## src/rtl/qm_pkg.sv

```systemverilog
// qm_pkg: shared constants for the q3kmips decode stage.
//   IMM_* : immediate extension modes presented on ci_ImmMode
//   *_LSB : bit positions of the MIPS instruction fields inside the IR
package qm_pkg;

  localparam logic [1:0] IMM_SIGN  = 2'd0;
  localparam logic [1:0] IMM_ZERO  = 2'd1;
  localparam logic [1:0] IMM_UPPER = 2'd2;

  localparam int OP_LSB  = 26;
  localparam int RS_LSB  = 21;
  localparam int RT_LSB  = 16;
  localparam int RD_LSB  = 11;
  localparam int FN_LSB  = 0;
  localparam int IMM_LSB = 0;
  localparam int IMM_W   = 16;

  function automatic logic [5:0] ir_opcode(input logic [31:0] ir);
    return ir[OP_LSB +: 6];
  endfunction

  function automatic logic [5:0] ir_funct(input logic [31:0] ir);
    return ir[FN_LSB +: 6];
  endfunction

endpackage

```

## src/rtl/qm_decode_stage_if.sv

```systemverilog
// qm_decode_stage_if: fetch->decode handshake plus the ID/EX output bundle.
//   di_Valid/di_IR/do_Ready : instruction hand-off from fetch
//   do_* / co_Ctrl          : registered ID/EX entry toward execute
//   master : fetch / execute side      slave : decode stage
interface qm_decode_stage_if #(
  parameter int XLEN   = 32,
  parameter int RA_W   = 5,
  parameter int CTRL_W = 10
);
  logic              di_Valid;
  logic [31:0]       di_IR;
  logic              do_Ready;
  logic              do_Valid;
  logic [XLEN-1:0]   do_RSVal;
  logic [XLEN-1:0]   do_RTVal;
  logic [XLEN-1:0]   do_Imm;
  logic [RA_W-1:0]   do_RS;
  logic [RA_W-1:0]   do_RT;
  logic [RA_W-1:0]   do_RD;
  logic [CTRL_W-1:0] co_Ctrl;

  modport master (
    output di_Valid, di_IR,
    input  do_Ready, do_Valid, do_RSVal, do_RTVal, do_Imm,
           do_RS, do_RT, do_RD, co_Ctrl
  );

  modport slave (
    input  di_Valid, di_IR,
    output do_Ready, do_Valid, do_RSVal, do_RTVal, do_Imm,
           do_RS, do_RT, do_RD, co_Ctrl
  );
endinterface

```

## src/rtl/qm_regfile.sv

```systemverilog
// qm_regfile: NREGS x XLEN register file, 2 async read ports, 1 sync write.
//   sys_clk/sys_rst_n : clock, async active-low reset (clears all entries)
//   i_RA1/i_RA2       : read addresses -> o_RD1/o_RD2
//   i_WE/i_WA/i_WD    : write port; also bypassed to a matching read
// Register 0 is hard-wired to zero.
module qm_regfile #(
  parameter  int XLEN  = 32,
  parameter  int NREGS = 32,
  localparam int RA_W  = $clog2(NREGS)
) (
  input  logic            sys_clk,
  input  logic            sys_rst_n,
  input  logic [RA_W-1:0] i_RA1,
  input  logic [RA_W-1:0] i_RA2,
  output logic [XLEN-1:0] o_RD1,
  output logic [XLEN-1:0] o_RD2,
  input  logic            i_WE,
  input  logic [RA_W-1:0] i_WA,
  input  logic [XLEN-1:0] i_WD
);

  logic [XLEN-1:0] r_mem [NREGS];

  always_ff @(posedge sys_clk or negedge sys_rst_n) begin
    if (!sys_rst_n) begin
      for (int i = 0; i < NREGS; i++) r_mem[i] <= '0;
    end else if (i_WE && (i_WA != '0)) begin
      r_mem[i_WA] <= i_WD;
    end
  end

  // Write-through: a same-cycle write to the address being read wins.
  always_comb begin
    o_RD1 = r_mem[i_RA1];
    if (i_RA1 == '0)                   o_RD1 = '0;
    else if (i_WE && (i_WA == i_RA1))  o_RD1 = i_WD;
  end

  always_comb begin
    o_RD2 = r_mem[i_RA2];
    if (i_RA2 == '0)                   o_RD2 = '0;
    else if (i_WE && (i_WA == i_RA2))  o_RD2 = i_WD;
  end

endmodule

```

## src/rtl/qm_decode_stage.sv

```systemverilog
// qm_decode_stage: registered MIPS decode stage (IF/ID -> ID/EX).
//   sys_clk, sys_rst_n        : clock, async active-low reset
//   bus (slave)               : fetch handshake in, ID/EX entry out
//   di_WA/di_WE/di_WD         : writeback port into the register file
//   o_Opcode/o_Function       : raw IR fields to the external control unit
//   ci_Ctrl/ci_ImmMode        : control bundle and immediate mode back from it
//   i_EX_MemRead/i_EX_RT      : load in EX, for load-use detection
//   i_Stall/i_Flush           : downstream hold / squash of decode
module qm_decode_stage
  import qm_pkg::*;
#(
  parameter  int XLEN   = 32,
  parameter  int NREGS  = 32,
  parameter  int CTRL_W = 10,
  localparam int RA_W   = $clog2(NREGS)
) (
  input  logic              sys_clk,
  input  logic              sys_rst_n,
  qm_decode_stage_if.slave  bus,
  input  logic [RA_W-1:0]   di_WA,
  input  logic              di_WE,
  input  logic [XLEN-1:0]   di_WD,
  output logic [5:0]        o_Opcode,
  output logic [5:0]        o_Function,
  input  logic [CTRL_W-1:0] ci_Ctrl,
  input  logic [1:0]        ci_ImmMode,
  input  logic              i_EX_MemRead,
  input  logic [RA_W-1:0]   i_EX_RT,
  input  logic              i_Stall,
  input  logic              i_Flush
);

  logic [RA_W-1:0]  w_rs, w_rt, w_rd;
  logic [15:0]      w_imm16;
  logic [XLEN-1:0]  w_imm;
  logic [XLEN-1:0]  w_rsval, w_rtval;
  logic             w_hazard;
  logic             w_load;

  logic              r_vld;
  logic [XLEN-1:0]   r_rsval, r_rtval, r_imm;
  logic [RA_W-1:0]   r_rs, r_rt, r_rd;
  logic [CTRL_W-1:0] r_ctrl;

  // Field addresses are simply truncated to the regfile address width.
  assign w_rs    = bus.di_IR[RS_LSB +: RA_W];
  assign w_rt    = bus.di_IR[RT_LSB +: RA_W];
  assign w_rd    = bus.di_IR[RD_LSB +: RA_W];
  assign w_imm16 = bus.di_IR[IMM_LSB +: IMM_W];

  assign o_Opcode   = ir_opcode(bus.di_IR);
  assign o_Function = ir_funct(bus.di_IR);

  qm_regfile #(.XLEN(XLEN), .NREGS(NREGS)) u_rf (
    .sys_clk   (sys_clk),
    .sys_rst_n (sys_rst_n),
    .i_RA1     (w_rs),
    .i_RA2     (w_rt),
    .o_RD1     (w_rsval),
    .o_RD2     (w_rtval),
    .i_WE      (di_WE),
    .i_WA      (di_WA),
    .i_WD      (di_WD)
  );

  // Mode 3 is unassigned and falls back to sign extension.
  always_comb begin
    w_imm = {{(XLEN-IMM_W){w_imm16[15]}}, w_imm16};
    case (ci_ImmMode)
      IMM_ZERO:  w_imm = {{(XLEN-IMM_W){1'b0}}, w_imm16};
      IMM_UPPER: w_imm = XLEN'({w_imm16, 16'h0000});
      default:   ;
    endcase
  end

  // A load in EX whose destination we read must be waited out one cycle.
  assign w_hazard = bus.di_Valid & i_EX_MemRead & (i_EX_RT != '0) &
                    ((i_EX_RT == w_rs) | (i_EX_RT == w_rt));

  // Flush always frees fetch; otherwise stall or a hazard holds the IR.
  assign bus.do_Ready = i_Flush | (~i_Stall & ~w_hazard);

  // Fields load on both the normal and the hazard path so a bubble still
  // carries deterministic data; only the valid bit distinguishes them.
  assign w_load = ~i_Flush & ~i_Stall;

  always_ff @(posedge sys_clk or negedge sys_rst_n) begin
    if (!sys_rst_n) begin
      r_vld   <= 1'b0;
      r_rsval <= '0;
      r_rtval <= '0;
      r_imm   <= '0;
      r_rs    <= '0;
      r_rt    <= '0;
      r_rd    <= '0;
      r_ctrl  <= '0;
    end else if (i_Flush) begin
      r_vld   <= 1'b0;
    end else if (w_load) begin
      r_vld   <= bus.di_Valid & ~w_hazard;
      r_rsval <= w_rsval;
      r_rtval <= w_rtval;
      r_imm   <= w_imm;
      r_rs    <= w_rs;
      r_rt    <= w_rt;
      r_rd    <= w_rd;
      r_ctrl  <= ci_Ctrl;
    end
  end

  assign bus.do_Valid = r_vld;
  assign bus.do_RSVal = r_rsval;
  assign bus.do_RTVal = r_rtval;
  assign bus.do_Imm   = r_imm;
  assign bus.do_RS    = r_rs;
  assign bus.do_RT    = r_rt;
  assign bus.do_RD    = r_rd;
  assign bus.co_Ctrl  = r_ctrl;

endmodule

```

## src/flat_wrapper.sv

```systemverilog
// flat-port wrapper written by rule: the top's interface ports become plain ports
module qm_decode_stage_flat import qm_pkg::*;
#(
  parameter  int XLEN   = 32,
  parameter  int NREGS  = 32,
  parameter  int CTRL_W = 10,
  localparam int RA_W   = $clog2(NREGS)
)
  (sys_clk, sys_rst_n, di_WA, di_WE, di_WD, o_Opcode, o_Function, ci_Ctrl, ci_ImmMode, i_EX_MemRead, i_EX_RT, i_Stall, i_Flush, bus_di_Valid, bus_di_IR, bus_do_Ready, bus_do_Valid, bus_do_RSVal, bus_do_RTVal, bus_do_Imm, bus_do_RS, bus_do_RT, bus_do_RD, bus_co_Ctrl);
  qm_decode_stage_if #(.XLEN(XLEN), .RA_W(5), .CTRL_W(CTRL_W)) bus_i ();
  input  logic sys_clk;
  input  logic sys_rst_n;
  input  logic [RA_W-1:0] di_WA;
  input  logic di_WE;
  input  logic [XLEN-1:0] di_WD;
  output logic [5:0] o_Opcode;
  output logic [5:0] o_Function;
  input  logic [CTRL_W-1:0] ci_Ctrl;
  input  logic [1:0] ci_ImmMode;
  input  logic i_EX_MemRead;
  input  logic [RA_W-1:0] i_EX_RT;
  input  logic i_Stall;
  input  logic i_Flush;
  input wire logic [$bits(bus_i.di_Valid)-1:0] bus_di_Valid;
  input wire logic [$bits(bus_i.di_IR)-1:0] bus_di_IR;
  output wire logic [$bits(bus_i.do_Ready)-1:0] bus_do_Ready;
  output wire logic [$bits(bus_i.do_Valid)-1:0] bus_do_Valid;
  output wire logic [$bits(bus_i.do_RSVal)-1:0] bus_do_RSVal;
  output wire logic [$bits(bus_i.do_RTVal)-1:0] bus_do_RTVal;
  output wire logic [$bits(bus_i.do_Imm)-1:0] bus_do_Imm;
  output wire logic [$bits(bus_i.do_RS)-1:0] bus_do_RS;
  output wire logic [$bits(bus_i.do_RT)-1:0] bus_do_RT;
  output wire logic [$bits(bus_i.do_RD)-1:0] bus_do_RD;
  output wire logic [$bits(bus_i.co_Ctrl)-1:0] bus_co_Ctrl;
  assign bus_i.di_Valid = bus_di_Valid;
  assign bus_i.di_IR = bus_di_IR;
  assign bus_do_Ready = bus_i.do_Ready;
  assign bus_do_Valid = bus_i.do_Valid;
  assign bus_do_RSVal = bus_i.do_RSVal;
  assign bus_do_RTVal = bus_i.do_RTVal;
  assign bus_do_Imm = bus_i.do_Imm;
  assign bus_do_RS = bus_i.do_RS;
  assign bus_do_RT = bus_i.do_RT;
  assign bus_do_RD = bus_i.do_RD;
  assign bus_co_Ctrl = bus_i.co_Ctrl;
  qm_decode_stage #(.XLEN(XLEN), .NREGS(NREGS), .CTRL_W(CTRL_W)) u_core (.sys_clk(sys_clk), .sys_rst_n(sys_rst_n), .bus(bus_i), .di_WA(di_WA), .di_WE(di_WE), .di_WD(di_WD), .o_Opcode(o_Opcode), .o_Function(o_Function), .ci_Ctrl(ci_Ctrl), .ci_ImmMode(ci_ImmMode), .i_EX_MemRead(i_EX_MemRead), .i_EX_RT(i_EX_RT), .i_Stall(i_Stall), .i_Flush(i_Flush));
endmodule
```

## config.mk

```make
export PLATFORM = sky130hd
export DESIGN_NAME = qm_decode_stage_flat
export DESIGN_NICKNAME = d
export VERILOG_FILES = /design/src/rtl/qm_pkg.sv /design/src/rtl/qm_decode_stage_if.sv /design/src/rtl/qm_regfile.sv /design/src/rtl/qm_decode_stage.sv /design/src/flat_wrapper.sv
export SDC_FILE = /design/constraint.sdc
export NUM_CORES = 2
export LEC_CHECK = 0
export ABC_AREA = 0
export BUFFER_PORTS_ARGS = -buffer_cell sky130_fd_sc_hd__buf_4
export CELL_PAD_IN_SITES_DETAIL_PLACEMENT = 0
export CELL_PAD_IN_SITES_GLOBAL_PLACEMENT = 2
export CORE_MARGIN = 2
export CORE_UTILIZATION = 25
export CTS_BUF_LIST = sky130_fd_sc_hd__clkbuf_4 sky130_fd_sc_hd__clkbuf_8
export CTS_CLUSTER_DIAMETER = 120
export CTS_CLUSTER_SIZE = 40
export DETAILED_ROUTE_END_ITERATION = 6
export PLACE_DENSITY_LB_ADDON = 0.1
export SETUP_SLACK_MARGIN = 0.4
export SLEW_MARGIN = 25
export SYNTH_ARGS = -nofsm -noshare
export SYNTH_HDL_FRONTEND = slang
export SYNTH_HIERARCHICAL = 1
export SYNTH_SLANG_ARGS = --single-unit
```

## constraint.sdc

```tcl
create_clock -name sys_clk -period 2.1 [get_ports sys_clk]
set_input_delay 0.105 -clock sys_clk [delete_from_list [all_inputs] [get_ports sys_clk]]
set_output_delay 0.105 -clock sys_clk [all_outputs]
set_load 0.02 [all_outputs]
```

==> qor.csv <==
stage,metric,value,unit
logic_synthesis,Synth Register Bits,1146,
final_layout,Multi-input gate area,30600,sq um
logic_synthesis,Synth Instances,4393,
global_route,first-pass GRT wire length,389,mm
critical_path,Setup Crit Path Kind,reg -> reg,
logic_synthesis,post-synthesis compound-gate area fraction,5.24,%
final_layout,"commonest non-fill, non-tap cell in the layout",dfrtp_1,
floorplanning,die area,244000,sq um
place,input/output buffers,215,
floorplanning,std cell rows,179,
logic_synthesis,mapped cell area,60100,sq um
floorplanning,Die W,494,microns
final_layout,Reg area,28700,sq um
timing,Final min period,2.10,ns
worst_hold_path,Hold Startpoint,bus_di_IR[24],
logic_synthesis,largest family of logic cells by synthesized area,multiplexers,
timing,Worst Skew,0.109,ns
timing,top achievable clock speed,477,MHz
final_layout,final net count,5173,
final_layout,layout cells sized above 1,54.8,%
clock_tree,CTS Buf Count,47,
timing,worst slew margin relative to its limit,50.2,%
detailed_routing,initial DRC count,3044,
logic_synthesis,"Top FF cell, synth",dfrtp_1,
critical_path,worst path cell trace,buf_6 -> mux4_2 -> mux4_2 -> a221o_1 -> nand2_1 -> nand2_1,
timing,Finish-stage setup viols,0,
clock_tree,Max clock buf depth,3,
global_route,antenna violations before repair,25,
floorplanning,Chip Height,494,microns
logic_synthesis,syn_area_per_cell,13.7,sq um
critical_path,crit path launch type,register,
logic_synthesis,fraction of synthesized area in multiplexers,38.7,%
logic_synthesis,"Warnings, synthesis",6,
detailed_routing,DR pass1 iterations,5,
detailed_routing,Remaining DRCs,0,
detailed_routing,total number of vias,42600,
critical_path,Top delay family on crit path,multiplexers,
clock_tree,worst skew pair latency,0.98,ns
critical_path,CP Data Required Time,2.96,ns
timing,period utilisation layout,99.8,%
run_status,status,finished clean,
timing,final max-slew violation count,0,
critical_path,slowest CP cell,mux4_2,
clock_tree,clock transition at the registers of the reported paths,0.27,ns
logic_synthesis,Yosys cell types,63,
timing,final setup margin,0.00496,ns
timing,RSZ-0062 raised after global routing,true,
logic_synthesis,XOR/XNOR Fraction of Synth Area,0.292,%
timing,Fin Hold WS,0.0744,ns
logic_synthesis,"EDFF count, synth",0,
floorplanning,area of the core,238000,sq um
critical_path,Setup crit end kind,register,
place,Final GP Congestion,0.796,
logic_synthesis,Synth Area in Adders,0.0417,%
detailed_routing,vias per inst,5.14,
pwr,sequential share of power,50.8,%
floorplanning,Initial Util,25.2,%
final_layout,area growth from synthesis to layout,27.4,%
final_layout,filler cell count,23800,
critical_path,crit path from,u_core/u_rf/r_mem[920],
flow_run,# Max-Cap Violations,0,
detailed_routing,Routed WL,282,mm
logic_synthesis,syn nets,4488,
pwr,Clk pwr share,20.2,%
timing,setup_tns,0,ns
clock_tree,H-tree Lvls,2,
global_route,largest net degree at the start of global routing,88,
detailed_routing,Final ANT Viol Nets,0,
pwr,Max VDD drop,0.539,mV
pwr,Pwr per Cell Area,760,nW/um^2
critical_path,Critical Path Fanout Max,2,
floorplanning,IO Count,228,
pwr,Sw Share,33.8,%
global_route,gr ovfl total,0,
clock_tree,CTS tree,done,
logic_synthesis,post-synthesis simple-gate area fraction,4.19,%
pwr,Sw Pwr,19700,uW
timing,Worst-Margin Slew,0.744,ns
logic_synthesis,"FFs w/ async S/R, synth",100,%
timing,Final Hold Fails,0,
clock_tree,Clock Sinks,1146,
pwr,Gate power share,29.1,%
worst_hold_path,worst min path class,in -> reg,
clock_tree,Root Driver,clkbuf_8,
critical_path,worst r2r src,u_core/u_rf/r_mem[920],
critical_path,CP max stage delay,0.51,ns
detailed_routing,Avg WL per Cell,34.0,microns
critical_path,Worst Path Arrival,2.95,ns
final_layout,most frequent cells in the layout,"dfrtp_1 (1122), mux2_2 (1026), buf_4 (623)",
critical_path,CP bufs+invs,1,
place,pre-CTS setup slack,-0.646,ns
pwr,internal power,38500,uW
place,Detail Placement HPWL,191,mm
global_route,Tot GR Track Use,22.8,%
global_route,vias in the first global route,44200,
logic_synthesis,"Seq/Total Area, Yosys",47.7,%
pwr,Pleak,0.0335,uW
-- logic make-up after synthesis --
| family | after synthesis |
|---|---|
| mux | 1690 |
| flops | 1146 |
| simple gates | 599 |
| buf+inv | 483 |
| compound gates | 453 |
| xor+xnor | 20 |
| fa+ha+maj | 2 |
-- sequential cells by signal, summed over array words and instances (netlist names) --
signal and flops:
u_core/bus.do_RS 5, u_core/bus.co_Ctrl 10, u_core/u_rf/r_mem 1024, u_core/bus.do_RSVal 32
u_core/bus.do_RT 5, u_core/bus.do_RD 5, u_core/bus.do_RTVal 32, u_core/bus.do_Imm 32
u_core/bus.do_Valid 1
-- metal layers --
metal | share of wire [%] | up-vias | GRT usage, %
met5 | 0.0096 | - | 0
met4 | 1.9 | 4 | 3.97
met3 | 4.6 | 186 | 3.05
met2 | 45 | 1033 | 35.3
met1 | 49 | 23500 | 34.1
li1 | - | 17800 | -
-- path summary, 6_finish.rpt --
check | end | slack (ns) | cells after the start
worst max-delay path | u_core/bus.do_RTVal[24] | 0.005 | 6
worst min-delay path | u_core/bus.do_RSVal[11] | 0.07 | 7
worst max register to register | u_core/bus.do_RTVal[24] | 0.005 | 6
worst min register to register | u_core/u_rf/r_mem[1017] | 0.42 | 0
max in group asynchronous | u_core/u_rf/r_mem[638] | 0.68 | 6
min in group asynchronous | u_core/u_rf/r_mem[913] | 0.48 | 4
-- synth_stat cells, drive strengths merged, types with 7 or more instances --
master | n | area (sq um)
dfrtp | 1146 | 28700
mux2 | 1028 | 11600
nand2 | 417 | 1570
mux4 | 394 | 8970
mux2i | 268 | 2680
buf | 240 | 1380
clkbuf | 236 | 886
o21ai | 114 | 571
nor2 | 67 | 264
a21oi | 61 | 309
o22ai | 58 | 363
nor3 | 50 | 255
a211oi | 45 | 338
a22oi | 35 | 263
a32o | 32 | 320
o221ai | 32 | 280
a22o | 24 | 210
a221o | 23 | 230
nor2b | 18 | 113
xnor2 | 15 | 131
a2111oi | 11 | 121
a31oi | 9 | 56.3
nand3 | 9 | 45.0
inv | 7 | 26.3
nor4 | 7 | 58.8
-- final cells by class --
| cell class | count | area share, % |
|---|---|---|
| tap | 3167 | 5.18 |
| multi-input combinational | 2764 | 40.0 |
| timing repair buffer | 1112 | 15.6 |
| inverter | 7 | 0.0343 |
| antenna | 7 | 0.0229 |
| clock inverter | 33 | 0.716 |
| clock buffer | 50 | 0.891 |
| sequential | 1146 | 37.5 |
-- worst min-delay path: stages --
cell,delay (ns)
buf_6,0.14
buf_4,0.26
nand2_1,0.11
o21ai_1,0.06
a32o_1,0.22
nand2_2,0.08
nand2_2,0.04
-- timing repair --
item                       in CTS  in global routing
pin swaps                      79                 50
hold endpoints to repair     2260                 21
gates cloned                    0                  0
resized for setup             362                134
setup endpoints to repair     164                271
hold buffers                  135                  3
setup buffers                  79                 33
-- metrics by stage --
| step | utilization, % | total power [uW] | instances | cell area, sq um |
|---|---|---|---|---|
| final | 32.1 | 58200 | 8286 | 76500 |
| after floorplan | - | 38300 | 4393 | 60500 |
| after global routing | 32.1 | 61100 | 8280 | 76500 |
| after global placement | 29.9 | 45000 | 7945 | 71200 |
| after CTS | 31.8 | 58600 | 8243 | 75700 |
| after detailed placement | 29.9 | 45100 | 7946 | 71200 |
-- power by group through the flow --
stage,clock [uW],combinational (uW),sequential [uW]
CTS,12400,16700,29400
detailed placement,0,15200,29900
global route,13000,18000,30100
floorplan,0,9320,28900
global placement,0,15100,29900
finish,11700,16900,29500
No activity file was read; power rests on OpenSTA's default activity.
